<file path="src/rtl/tile_game_pkg.sv">
// ----------------------------------------------------------------------------
// tile_game_pkg : shared state encoding and lane codes for the tile game
// Revision      : 1.0
// ----------------------------------------------------------------------------
`default_nettype none

package tile_game_pkg;

  typedef enum logic [1:0] {
    IDLE = 2'd0,
    PLAY = 2'd1,
    OVER = 2'd2
  } state_e;

  localparam logic [2:0] LANE_EMPTY = 3'd0;
  localparam logic [2:0] LANE_1     = 3'd1;
  localparam logic [2:0] LANE_2     = 3'd2;
  localparam logic [2:0] LANE_3     = 3'd3;
  localparam logic [2:0] LANE_4     = 3'd4;

  localparam int MISS_W = 2;

  // Key mask that a player must press to hit the given lane; codes 5..7 match nothing.
  function automatic logic [3:0] lane_onehot(input logic [2:0] lane);
    logic [3:0] mask;
    case (lane)
      LANE_1:  mask = 4'b0001;
      LANE_2:  mask = 4'b0010;
      LANE_3:  mask = 4'b0100;
      LANE_4:  mask = 4'b1000;
      default: mask = 4'b0000;
    endcase
    return mask;
  endfunction

endpackage

`default_nettype wire

</file>
<file path="src/rtl/tile_tempo_gen.sv">
// ----------------------------------------------------------------------------
// tile_tempo_gen : row-shift tick counter, shift period and speed level
// Revision       : 1.0
// ----------------------------------------------------------------------------
`default_nettype none

module tile_tempo_gen #(
  parameter int unsigned TICK_START = 25000000,
  parameter int unsigned TICK_STEP  = 2000000,
  parameter int unsigned TICK_MIN   = 5000000
) (
  input  logic       clk_i,
  input  logic       reset_i,
  input  logic       run_i,
  input  logic       restart_i,
  input  logic       level_up_i,
  output logic       shift_req_o,
  output logic [3:0] level_o
);

  localparam int CNT_W = $clog2(TICK_START + 1);
  localparam logic [CNT_W-1:0] START_C = CNT_W'(TICK_START);
  localparam logic [CNT_W-1:0] STEP_C  = CNT_W'(TICK_STEP);
  localparam logic [CNT_W-1:0] MIN_C   = CNT_W'(TICK_MIN);

  logic [CNT_W-1:0] tick_q, tick_d;
  logic [CNT_W-1:0] period_q, period_d;
  logic [3:0]       level_q, level_d;

  // >= rather than == so a period that shrinks below the running count still wraps.
  assign shift_req_o = run_i && (tick_q >= (period_q - CNT_W'(1)));
  assign level_o     = level_q;

  always_comb begin
    tick_d   = tick_q;
    period_d = period_q;
    level_d  = level_q;
    if (restart_i) begin
      tick_d   = '0;
      period_d = START_C;
      level_d  = '0;
    end else begin
      if (run_i) begin
        tick_d = shift_req_o ? '0 : tick_q + CNT_W'(1);
      end
      if (level_up_i) begin
        level_d = (level_q == 4'hF) ? level_q : level_q + 4'd1;
        if ({1'b0, period_q} >= ({1'b0, MIN_C} + {1'b0, STEP_C})) begin
          period_d = period_q - STEP_C;
        end else begin
          period_d = MIN_C;
        end
      end
    end
  end

  always_ff @(posedge clk_i) begin
    if (reset_i) begin
      tick_q   <= '0;
      period_q <= START_C;
      level_q  <= '0;
    end else begin
      tick_q   <= tick_d;
      period_q <= period_d;
      level_q  <= level_d;
    end
  end

endmodule

`default_nettype wire

</file>
<file path="src/rtl/tile_game_ctrl.sv">
// ----------------------------------------------------------------------------
// tile_game_ctrl : game FSM, key judging against the bottom row, score/misses
// Revision       : 1.0
// ----------------------------------------------------------------------------
`default_nettype none

module tile_game_ctrl
  import tile_game_pkg::*;
#(
  parameter int unsigned TICK_START     = 25000000,
  parameter int unsigned TICK_STEP      = 2000000,
  parameter int unsigned TICK_MIN       = 5000000,
  parameter int unsigned HITS_PER_LEVEL = 8,
  parameter int unsigned MAX_MISSES     = 3,
  parameter int unsigned SCORE_W        = 10
) (
  input  logic               clk_i,
  input  logic               reset_i,
  input  logic               start_i,
  input  logic [3:0]         key_i,
  input  logic [2:0]         bottom_line_i,
  output logic               shift_o,
  output logic               correct_input_o,
  output logic               row_clear_o,
  output logic [SCORE_W-1:0] score_o,
  output logic [MISS_W-1:0]  misses_o,
  output logic [3:0]         level_o,
  output logic               playing_o,
  output logic               game_over_o
);

  localparam int HIT_W = (HITS_PER_LEVEL > 1) ? $clog2(HITS_PER_LEVEL) : 1;

  state_e               state_q, state_d;
  logic                 start_q;
  logic [3:0]           key_q;
  logic [3:0]           key_pend_q, key_pend_d;
  logic                 shift_pend_q, shift_pend_d;
  logic                 shift_q, shift_d;
  logic                 corr_q, corr_d;
  logic                 row_clear_q, row_clear_d;
  logic [SCORE_W-1:0]   score_q, score_d;
  logic [MISS_W-1:0]    misses_q, misses_d;
  logic [HIT_W-1:0]     hits_q, hits_d;

  logic       start_edge, miss_lim, run, restart, level_up, shift_req;
  logic [3:0] key_edge, ev;
  logic       multi, bl_nz, judge, hit, wrong, fall;

  assign start_edge = start_i & ~start_q;
  assign key_edge   = key_i & ~key_q;
  assign ev         = key_pend_q | key_edge;
  assign multi      = |(ev & (ev - 4'd1));
  assign bl_nz      = (bottom_line_i != LANE_EMPTY);
  assign miss_lim   = (misses_q >= MISS_W'(MAX_MISSES));
  assign run        = (state_q == PLAY) && !miss_lim;
  assign restart    = (state_q != PLAY) && start_edge;

  tile_tempo_gen #(
    .TICK_START (TICK_START),
    .TICK_STEP  (TICK_STEP),
    .TICK_MIN   (TICK_MIN)
  ) u_tempo (
    .clk_i       (clk_i),
    .reset_i     (reset_i),
    .run_i       (run),
    .restart_i   (restart),
    .level_up_i  (level_up),
    .shift_req_o (shift_req),
    .level_o     (level_o)
  );

  always_comb begin
    state_d      = state_q;
    key_pend_d   = key_pend_q;
    shift_pend_d = shift_pend_q;
    shift_d      = 1'b0;
    corr_d       = 1'b0;
    row_clear_d  = 1'b0;
    score_d      = score_q;
    misses_d     = misses_q;
    hits_d       = hits_q;
    level_up     = 1'b0;
    judge        = 1'b0;
    hit          = 1'b0;
    wrong        = 1'b0;
    fall         = 1'b0;
    case (state_q)
      PLAY: begin
        if (miss_lim) begin
          state_d      = OVER;
          key_pend_d   = '0;
          shift_pend_d = 1'b0;
        end else begin
          // Keys seen while a shift is in flight wait one cycle for the new bottom row.
          if (shift_q) begin
            key_pend_d = ev;
          end else begin
            key_pend_d = '0;
            judge      = |ev;
          end
          hit   = judge && bl_nz && !multi && (ev == lane_onehot(bottom_line_i));
          wrong = judge && bl_nz && !hit;
          if (hit) begin
            corr_d       = 1'b1;
            score_d      = (&score_q) ? score_q : score_q + SCORE_W'(1);
            shift_pend_d = shift_req | shift_pend_q;
            if (hits_q == HIT_W'(HITS_PER_LEVEL - 1)) begin
              hits_d   = '0;
              level_up = 1'b1;
            end else begin
              hits_d = hits_q + HIT_W'(1);
            end
          end else begin
            shift_d      = shift_req | shift_pend_q;
            shift_pend_d = 1'b0;
            // A deferred shift follows a hit, so the bottom row it drops is already cleared.
            fall         = shift_req && !shift_pend_q && bl_nz;
          end
          if (wrong || fall) begin
            misses_d = misses_q + MISS_W'(1);
          end
        end
      end
      default: begin
        if (start_edge) begin
          state_d      = PLAY;
          row_clear_d  = 1'b1;
          score_d      = '0;
          misses_d     = '0;
          hits_d       = '0;
          key_pend_d   = '0;
          shift_pend_d = 1'b0;
        end
      end
    endcase
  end

  always_ff @(posedge clk_i) begin
    if (reset_i) begin
      state_q      <= IDLE;
      start_q      <= 1'b0;
      key_q        <= '0;
      key_pend_q   <= '0;
      shift_pend_q <= 1'b0;
      shift_q      <= 1'b0;
      corr_q       <= 1'b0;
      row_clear_q  <= 1'b0;
      score_q      <= '0;
      misses_q     <= '0;
      hits_q       <= '0;
    end else begin
      state_q      <= state_d;
      start_q      <= start_i;
      key_q        <= key_i;
      key_pend_q   <= key_pend_d;
      shift_pend_q <= shift_pend_d;
      shift_q      <= shift_d;
      corr_q       <= corr_d;
      row_clear_q  <= row_clear_d;
      score_q      <= score_d;
      misses_q     <= misses_d;
      hits_q       <= hits_d;
    end
  end

  assign shift_o         = shift_q;
  assign correct_input_o = corr_q;
  assign row_clear_o     = row_clear_q;
  assign score_o         = score_q;
  assign misses_o        = misses_q;
  assign playing_o       = (state_q == PLAY);
  assign game_over_o     = (state_q == OVER);

endmodule

`default_nettype wire

</file>
<file path="config.mk">
export PLATFORM = sky130hd
export DESIGN_NAME = tile_game_ctrl
export DESIGN_NICKNAME = d
export VERILOG_FILES = /design/src/rtl/tile_game_pkg.sv /design/src/rtl/tile_tempo_gen.sv /design/src/rtl/tile_game_ctrl.sv
export SDC_FILE = /design/constraint.sdc
export NUM_CORES = 1
export LEC_CHECK = 0
export CAP_MARGIN = 20
export CORE_ASPECT_RATIO = 0.9
export CORE_MARGIN = 2
export CORE_UTILIZATION = 50
export CTS_CLUSTER_DIAMETER = 40
export DETAILED_ROUTE_END_ITERATION = 12
export HOLD_SLACK_MARGIN = 0.15
export PLACE_DENSITY = 0.69
export SYNTH_ARGS = -nofsm -noshare
export SYNTH_HDL_FRONTEND = slang
export SYNTH_SLANG_ARGS = --single-unit
export TNS_END_PERCENT = 20
</file>
<file path="constraint.sdc">
create_clock -name clk_i -period 11.8 [get_ports clk_i]
set_clock_uncertainty 0.05 [all_clocks]
set_input_delay 2.36 -clock clk_i [delete_from_list [all_inputs] [get_ports clk_i]]
set_output_delay 2.36 -clock clk_i [all_outputs]
set_load 0.05 [all_outputs]
</file>
==> results of run 1 <==
## worst register-to-register path: cells and delay by family (launching register included)
| kind | cells | cell delay, ns |
|---|---|---|
| buf+inv | 2 | 0.24 |
| xor+xnor | 1 | 0.10 |
| compound gates | 1 | 0.22 |
| flops | 1 | 0.35 |
| fa+ha+maj | 2 | 0.53 |
| simple gates | 10 | 2.87 |
## flip-flops by register name, indices dropped and copies added (netlist names), 2 cells and up
register / flops
misses_o: 2
score_o: 10
u_tempo.tick_q: 25
u_tempo.period_q: 19
hits_q: 3
state_q: 2
key_pend_q: 4
u_tempo.level_o: 4
key_q: 4
## kinds of logic (layout without fill, tap and decap cells)
family                   Yosys count  after routing
AND/OR/NAND/NOR                  269            269
AO/OA/AOI/OAI                    106            106
flip-flops                        78             78
XOR/XNOR                          41             41
buffers and inverters             41             61
adder cells (fa/ha/maj)           30             30
multiplexers                       7              7
## cell type report
type | count | area [sq um] | area share, %
clock buffer | 10 | 138 | 2.66
inverter | 12 | 45.0 | 0.870
sequential | 78 | 1560 | 30.2
clock inverter | 5 | 57.6 | 1.11
multi-input combinational | 453 | 2890 | 55.9
timing repair buffer | 34 | 330 | 6.38
tap | 122 | 153 | 2.95
## layout by cell type, fill, tap and decap left out, drive strengths merged, types with 14 or more instances in the layout
master,instances
nand3,20
a21oi,38
nand2,50
xnor2,23
nor2,81
clkdlybuf4s50,30
o21ai,25
ha,30
inv,14
xor2,18
nand4,15
dfxtp,78
## through the flow
step,area [sq um],setup WS (ns),cells,util (%)
2_1_floorplan,4620,7.44,572,-
3_3_place_gp,4970,6.27,698,55.0
3_5_place_dp,4970,6.09,698,55.0
4_1_cts,5170,6.48,713,57.2
5_1_grt,5180,6.37,714,57.2
6_report,5180,6.66,714,57.2
## layer usage
metal / up-vias / global-route usage (%) / routed length (um)
met5: - / 0 / 0
met4: 0 / 6.33 / 109
met3: 10 / 5.19 / 528
met2: 81 / 38.5 / 4870
met1: 1885 / 28.7 / 5080
li1: 2064 / - / -
## power groups by stage
stage	sequential (mW)	combinational [mW]	clock, mW
6_report	0.267	0.0383	0.205
5_1_grt	0.267	0.0420	0.219
4_1_cts	0.267	0.0384	0.209
3_5_place_dp	0.273	0.0383	0
3_3_place_gp	0.273	0.0370	0
2_1_floorplan	0.275	0.0241	0
## worst paths after layout
| kind | startpoint | end |
|---|---|---|
| setup / recovery | key_i[2] | u_tempo.period_q[23] |
| hold / removal | misses_o[1] | misses_o[1] |
| setup reg to reg | u_tempo.period_q[7] | u_tempo.tick_q[5] |
| hold reg to reg | misses_o[1] | misses_o[1] |
==> metrics, run 1 <==
startpoint type of the worst setup path primary input; post-synthesis compound-gate area fraction 15.1%; xor and xnor area share after synthesis 7.78%; layout cells sized above 1 6.25%; Slew Limit Fails 0; adder-cell share of the synthesized area 8.13%; CORE AREA 0.00904 sq mm; initial antenna violation count 0; most common cell in the synthesized netlist nor2_1; Synth Area in Simple Gates 30.1%; GR Util All Layers 22.5%; Yosys top cell area share 33.8%; WP depth 8; R2R cell count 16; maximum buffer depth of the clock tree 2; worst skew pair latency 0.36 ns; Area growth, synth to finish 12.1%; worst endpoint required time 12.03 ns; gr ovfl total 0; PortBufs 30; final hold violation count 0; FF+latch count, synth 78; htree depth 3; # fillers 811; fmax 195 MHz; critical path class in -> reg; Final period util 43.6%; outcome finished clean; vias in the first global route 4004; total number of vias 4040; Clock Tree Root clkbuf_8; critical-path cell list clkdlybuf4s50_1 > nor2b_1 > nor4_1 > a2111oi_0 > o22a_1 > nand4_1 > or4_1 > a21oi_1; setup_tns 0 ns; dominant cell type by area after synthesis dfxtp_1; die area 0.0100 sq mm; Clk pwr share 40.2%; Reg clk slew, reported paths 0.09 ns; number of distinct library cells after synthesis 65; Die Y 95.2 um; Setup Fix Bufs, Post-CTS 0; CTS Buf Count 9; largest net degree at the start of global routing 25; Crit. End Element flip-flop; worst hold margin 0.439 ns; Die X 105 um; WP data arrival 5.37 ns; PwrDens 98.5 mW/mm^2; Initial Util 51.1%; Peak supply drop 0.0000848 V; Tmin final 5.14 ns; RSZ-0062 raised after global routing no; # nets final 628; Main synth FF type dfxtp_1; routed len/inst 14.8 um; Cell Area, Synth 0.00462 sq mm; Synth Instances 572; worst hold path depth 2; buffer and inverter count on the worst path 1; commonest cells in the netlist nor2_1, dfxtp_1, nand2_1; Comb power frac 7.5%; GPL Wtd Cong 0.934; leakage power 1.96 nW; ys async rst share 0%; Total Power 0.510 mW; worst stage delay on the critical path 0.67 ns; diode count 0; cts repair resizes 0; Slowest-stage cell, CP or4_1; Seq/Total Area, Yosys 33.8%; Synth area leaders dfxtp_1, ha_1, nor2_1; initial drt markers 223; CP max FO 15; worst slew pin tran 0.865 ns; Post-DRT Antenna Nets 0; Worst R2R Setup Slack 7.28 ns; first-pass GRT wire length 18500 um; switching power 0.129 mW; Pre-Repair DR Iteration Count 4; Internal 0.381 mW; clock sinks 78; Top Family by Delay on Critical Path simple AND/OR/NAND/NOR gates; EDFF count, synth 0; Hold Path Class reg -> reg; largest family of logic cells by synthesized area simple AND/OR/NAND/NOR gates; # IOs 31; Reg power frac 52.3%; post-synthesis mux area share 1.52%; number of remaining DRC errors 0; vias per cell 5.66; max_cap viols 0; switching portion of total power 25.2%; final setup fails 0; synth warn 0; post-cts hold buffer count 0; syn_area_per_cell 8.07 sq um; Rel. slew slack 42.3%; FP Rows 33; CTS tree done; routed wire length 10600 um; detailed placer's ending HPWL 7550 um; Synthesized Nets 612
(Power assumes the default switching activity.)
==> inputs of run 2 (changes only) <==
- PLACE_DENSITY: 0.69 -> 0.72
- clock period: 11.8 -> 4.13 ns (I/O delays scaled with it)
==> metrics, run 2 (synthesis gave the netlist of run 1 again) <==
CORE AREA 0.00904 sq mm (unchanged); number of remaining DRC errors 0 (unchanged); initial antenna violation count 0 (unchanged); Finished Layout Cells 721 (was 714); Tmin final 3.91 ns; die area 0.0100 sq mm (unchanged); PortBufs 30 (unchanged); vias in the first global route 3761 (was 4004); WP data arrival 4.13 ns (was 5.37 ns); met2 usage 35.5% (was 38.5%); worst hold margin 0.443 ns (was 0.439 ns); CTS Buf Count 9 (unchanged); Die Y 95.2 um (unchanged); Setup Fix Bufs, Post-CTS 0 (unchanged); worst endpoint required time 4.34 ns (was 12.03 ns); diode count 0 (unchanged); max_cap viols 0 (unchanged); initial drt markers 229 (was 223); Most flops, register u_tempo.tick_q (unchanged); post-cts hold buffer count 0 (unchanged); critical path class reg -> reg (was in -> reg); critical-path cell list or3_4 > or2_2 > nor4_1 > nand2_1 > xor2_1 > ha_1 > nand4_1 > nor4_2 > o311ai_0 > nand3_1 > a21oi_1 > or3_1 > mux2i_1 (was clkdlybuf4s50_1 > nor2b_1 > nor4_1 > a2111oi_0 > o22a_1 > nand4_1 > or4_1 > a21oi_1); PwrDens 280 mW/mm^2 (was 98.5 mW/mm^2); worst slew pin tran 0.832 ns (was 0.865 ns); Largest register FFs 25 (unchanged); Comb power frac 7.7% (was 7.5%); Total Power 1.47 mW (was 0.510 mW); Reg power frac 51.8% (was 52.3%); worst stage delay on the critical path 0.47 ns (was 0.67 ns); startpoint type of the worst setup path flip-flop (was primary input); Clk pwr share 40.5% (was 40.2%); dpl ws 0.0788 ns (was 6.09 ns); CTS tree done (unchanged); Final period util 94.7%; fmax 256 MHz; post-layout util 58.1% (was 57.2%); clock sinks 78 (unchanged); Pre-Repair DR Iteration Count 4 (unchanged); met1 Resource Use GR 28.1% (was 28.7%); buffer and inverter count on the worst path 0 (was 1); gr busiest metal met2 (unchanged); switching portion of total power 26.3% (was 25.2%); vias per cell 5.71 (was 5.66); most frequent cells in the layout nor2_1, dfxtp_1, nand2_1 (unchanged); Area growth, synth to finish 13.8% (was 12.1%); Hold Path Class reg -> reg (unchanged); Slew Limit Fails 0 (unchanged); final setup fails 0 (unchanged); Crit. End Element flip-flop (unchanged); maximum buffer depth of the clock tree 2 (unchanged); final hold violation count 0 (unchanged); most common cell after layout, fill and taps aside nor2_1 (unchanged); detailed placer's ending HPWL 7520 um (was 7550 um); Top Family by Delay on Critical Path simple AND/OR/NAND/NOR gates (unchanged); Slowest-stage cell, CP nor4_1 (was or4_1); Rel. slew slack 44.5% (was 42.3%); GR Util All Layers 21.6% (was 22.5%); worst skew pair latency 0.37 ns (was 0.36 ns); largest net degree at the start of global routing 25 (unchanged); routed wire length 10500 um (was 10600 um); Internal 1.08 mW (was 0.381 mW); Peak supply drop 0.000278 V (was 0.0000848 V); total placed cells including tap cells 705 (was 698); Setup WS post-layout 0.218 ns (was 6.66 ns); routed len/inst 14.5 um (was 14.8 um); leakage power 1.99 nW (was 1.96 nW); first-pass GRT wire length 17500 um (was 18500 um); htree depth 3 (unchanged); met3 Track Usage GR 5.06% (was 5.19%); # IOs 31 (unchanged); FP Rows 33 (unchanged); layout cells sized above 1 7.68% (was 6.25%); Post-DRT Antenna Nets 0 (unchanged); Reg clk slew, reported paths 0.09 ns (about the same); switching power 0.387 mW (was 0.129 mW); # nets final 634 (was 628); gr ovfl total 0 (unchanged); outcome finished clean (unchanged); total number of vias 4119 (was 4040); Clock Tree Root clkbuf_8 (unchanged); GPL Wtd Cong 0.842 (was 0.934); CP max FO 7 (was 15); Die X 105 um (unchanged); Initial Util 51.1% (unchanged)
-- run 2: cell types whose count changed in the layout (fill, tap and decap cells not counted), sizes merged --
cell      delta
clkbuf       -1
buf          +6
clkinvlp     +2
-- run 2: area by class of cell --
class | instances | area [sq um]
Fill cell | 793 | 3790
Multi-Input combinational cell | 453 | 2900
Sequential cell | 78 | 1560
Timing Repair Buffer | 40 | 388
Tap cell | 122 | 153
Clock buffer | 9 | 124
Clock inverter | 7 | 80.1
Inverter | 12 | 45.0
-- run 2: metal layers --
metal	wire length, um	vias to the layer above
met3	428	11
met5	0	-
li1	-	2082
met4	160	0
met1	5220	1945
met2	4680	81
-- run 2: path summary, 6_finish.rpt --
path	from	to	slack [ns]	depth (start not counted)
max reg2reg	u_tempo.period_q[12]	misses_o[1]	0.22	13
max	u_tempo.period_q[12]	misses_o[1]	0.22	13
min reg2reg	hits_q[0]	hits_q[0]	0.44	2
min	hits_q[0]	hits_q[0]	0.44	2
-- run 2: timing repair --
| item | CTS | global route |
|---|---|---|
| endpoints found under the hold margin | 0 | 0 |
| gates resized for setup | 0 | 2 |
| setup endpoints to repair | 0 | 27 |
-- run 2: worst reg2reg max path, stage by stage (launching register included) --
cell	delay (ns)
dfxtp_1	0.38
or3_4	0.44
or2_2	0.32
nor4_1	0.47
nand2_1	0.16
xor2_1	0.18
ha_1	0.33
nand4_1	0.15
nor4_2	0.34
o311ai_0	0.19
nand3_1	0.20
a21oi_1	0.09
or3_1	0.36
mux2i_1	0.14
-- run 2: power by group through the flow --
stage / combinational (mW) / clock [mW] / sequential, mW
floorplan: 0.0688 / 0 / 0.785
CTS: 0.112 / 0.611 / 0.762
global placement: 0.111 / 0 / 0.779
detailed placement: 0.112 / 0 / 0.779
global route: 0.123 / 0.642 / 0.763
finish: 0.113 / 0.595 / 0.762
-- run 2: metrics by stage --
stage,setup TNS (ns),instance area (sq um)
6_report,0,5260
4_1_cts,0,5240
2_1_floorplan,0,4620
3_3_place_gp,0,5040
5_1_grt,-0.00900,5260
3_5_place_dp,0,5040
==> inputs of run 3 (changes only) <==
- PLACE_DENSITY: 0.72 -> 0.69
- clock period: 4.13 -> 4.67 ns (I/O delays scaled with it)
==> metrics, run 3 (synthesis gave the netlist of run 1 again) <==
Internal 1.08 mW (about the same); Die Y 95.2 um (unchanged); critical path class reg -> reg (unchanged); gr ovfl total 0 (unchanged); CP max FO 7 (unchanged); Peak supply drop 0.000153 V (was 0.000278 V); worst skew pair latency 0.37 ns (about the same); largest net degree at the start of global routing 25 (unchanged); Area growth, synth to finish 13.9% (was 13.8%); Die X 105 um (unchanged); switching portion of total power 23.4% (was 26.3%); Largest register FFs 25 (unchanged); Pre-Repair DR Iteration Count 5 (was 4); RSZ-0062 raised after global routing no; number of remaining DRC errors 0 (unchanged); vias in the first global route 3839 (was 3761); final hold violation count 0 (unchanged); Clock Tree Root clkbuf_8 (unchanged); PortBufs 30 (unchanged); Post-DRT Antenna Nets 0 (unchanged); CORE AREA 0.00904 sq mm (unchanged); FP Rows 33 (unchanged); worst slew pin tran 0.877 ns (was 0.832 ns); Comb power frac 7.1% (was 7.7%); Setup Fix Bufs, Post-CTS 0 (unchanged); fmax 244 MHz (was 256 MHz); Hold Path Class reg -> reg (unchanged); Slew Limit Fails 0 (unchanged); detailed placer's ending HPWL 7660 um (was 7520 um); initial drt markers 246 (was 229); Post-DP Area 0.00501 sq mm (was 0.00504 sq mm); WP data arrival 4.30 ns (was 4.13 ns); vias per cell 5.67 (was 5.71); total number of vias 4079 (was 4119); routed wire length 10700 um (was 10500 um); Final period util 87.7% (was 94.7%); initial antenna violation count 0 (unchanged); setup_tns 0 ns (unchanged); Crit. End Element flip-flop (unchanged); worst endpoint required time 4.87 ns (was 4.34 ns); switching power 0.329 mW (was 0.387 mW); startpoint type of the worst setup path flip-flop (unchanged); leakage power 2.00 nW (was 1.99 nW); Initial Util 51.1% (unchanged); CTS tree done (unchanged); most common cell after layout, fill and taps aside nor2_1 (unchanged); maximum buffer depth of the clock tree 2 (unchanged); # IOs 31 (unchanged); first-pass GRT wire length 18400 um (was 17500 um); Tmin final 4.10 ns (was 3.91 ns); die area 0.0100 sq mm (unchanged); final setup fails 0 (unchanged); clock sinks 78 (unchanged); # fillers 820 (was 793); cts repair resizes 0 (unchanged); Reg power frac 47.9% (was 51.8%); most frequent cells in the layout nor2_1, dfxtp_1, nand2_1 (unchanged); Reg clk slew, reported paths 0.08 ns (was 0.09 ns); routed len/inst 14.9 um (was 14.5 um); Final Cell Area 0.00526 sq mm (about the same); GR Util All Layers 22.8% (was 21.6%); Most flops, register u_tempo.tick_q (unchanged); Rel. slew slack 41.6% (was 44.5%); CTS Buf Count 9 (unchanged); # nets final 632 (was 634); post-layout util 58.2% (was 58.1%); max_cap viols 0 (unchanged); layout cells sized above 1 6.87% (was 7.68%); Clk pwr share 45.0% (was 40.5%); GPL Wtd Cong 0.872 (was 0.842); PwrDens 267 mW/mm^2 (was 280 mW/mm^2); Worst R2R Setup Slack 0.57 ns (was 0.22 ns); htree depth 3 (unchanged); outcome finished clean (unchanged); post-cts hold buffer count 0 (unchanged); diode count 0 (unchanged)
[run 3: path summary, 6_finish.rpt]
kind                            cells past startpoint                 from     endpoint
worst min-delay path                                2           state_q[1]   state_q[1]
worst max-delay path                               16  u_tempo.period_q[7]  misses_o[1]
worst max register to register                     16  u_tempo.period_q[7]  misses_o[1]
worst min register to register                      2           state_q[1]   state_q[1]
[run 3: area by class of cell]
class	instances	area, sq um	area share, %
Multi-Input combinational cell	453	2890	55.0
Sequential cell	78	1560	29.7
Timing Repair Buffer	38	360	6.85
Tap cell	122	153	2.90
Clock buffer	11	141	2.69
Clock inverter	5	106	2.02
Inverter	12	45.0	0.857
[run 3: routing by layer]
| metal | vias up | part of all wire, % | global-route usage [%] |
|---|---|---|---|
| li1 | 2081 | - | - |
| met1 | 1913 | 50 | 30.9 |
| met2 | 75 | 44 | 35.9 |
| met3 | 10 | 4.2 | 4.78 |
| met4 | 0 | 1.4 | 8.33 |
| met5 | - | 0 | 0 |
[run 3: power groups by stage]
stage | registers, mW | logic (mW) | clock network, mW
6_report | 0.674 | 0.0992 | 0.632
5_1_grt | 0.675 | 0.108 | 0.669
4_1_cts | 0.674 | 0.0986 | 0.646
3_5_place_dp | 0.689 | 0.0981 | 0
3_3_place_gp | 0.689 | 0.0973 | 0
2_1_floorplan | 0.694 | 0.0609 | 0
[run 3: critical path, stage by stage, from the launching register on]
cell and delay, ns:
dfxtp_1 0.34, inv_1 0.17, ha_1 0.22, inv_1 0.06, or3_1 0.33, nand2b_1 0.23
or3_1 0.43, nor3_1 0.19, xnor2_1 0.10, ha_1 0.30, nand4_1 0.14, nor4_1 0.38
o311ai_0 0.20, nand3_1 0.25, a21oi_1 0.10, or3_1 0.36, mux2i_1 0.14
[run 3: stage by stage]
stage	hold WS [ns]	setup WS, ns	total power [mW]	std cells
floorplan	0.399	0.972	0.755	572
global placement	0.414	0.721	0.787	703
detailed placement	0.417	0.577	0.787	703
CTS	0.433	0.565	1.42	719
global route	0.464	0.183	1.45	719
finish	0.429	0.574	1.41	719
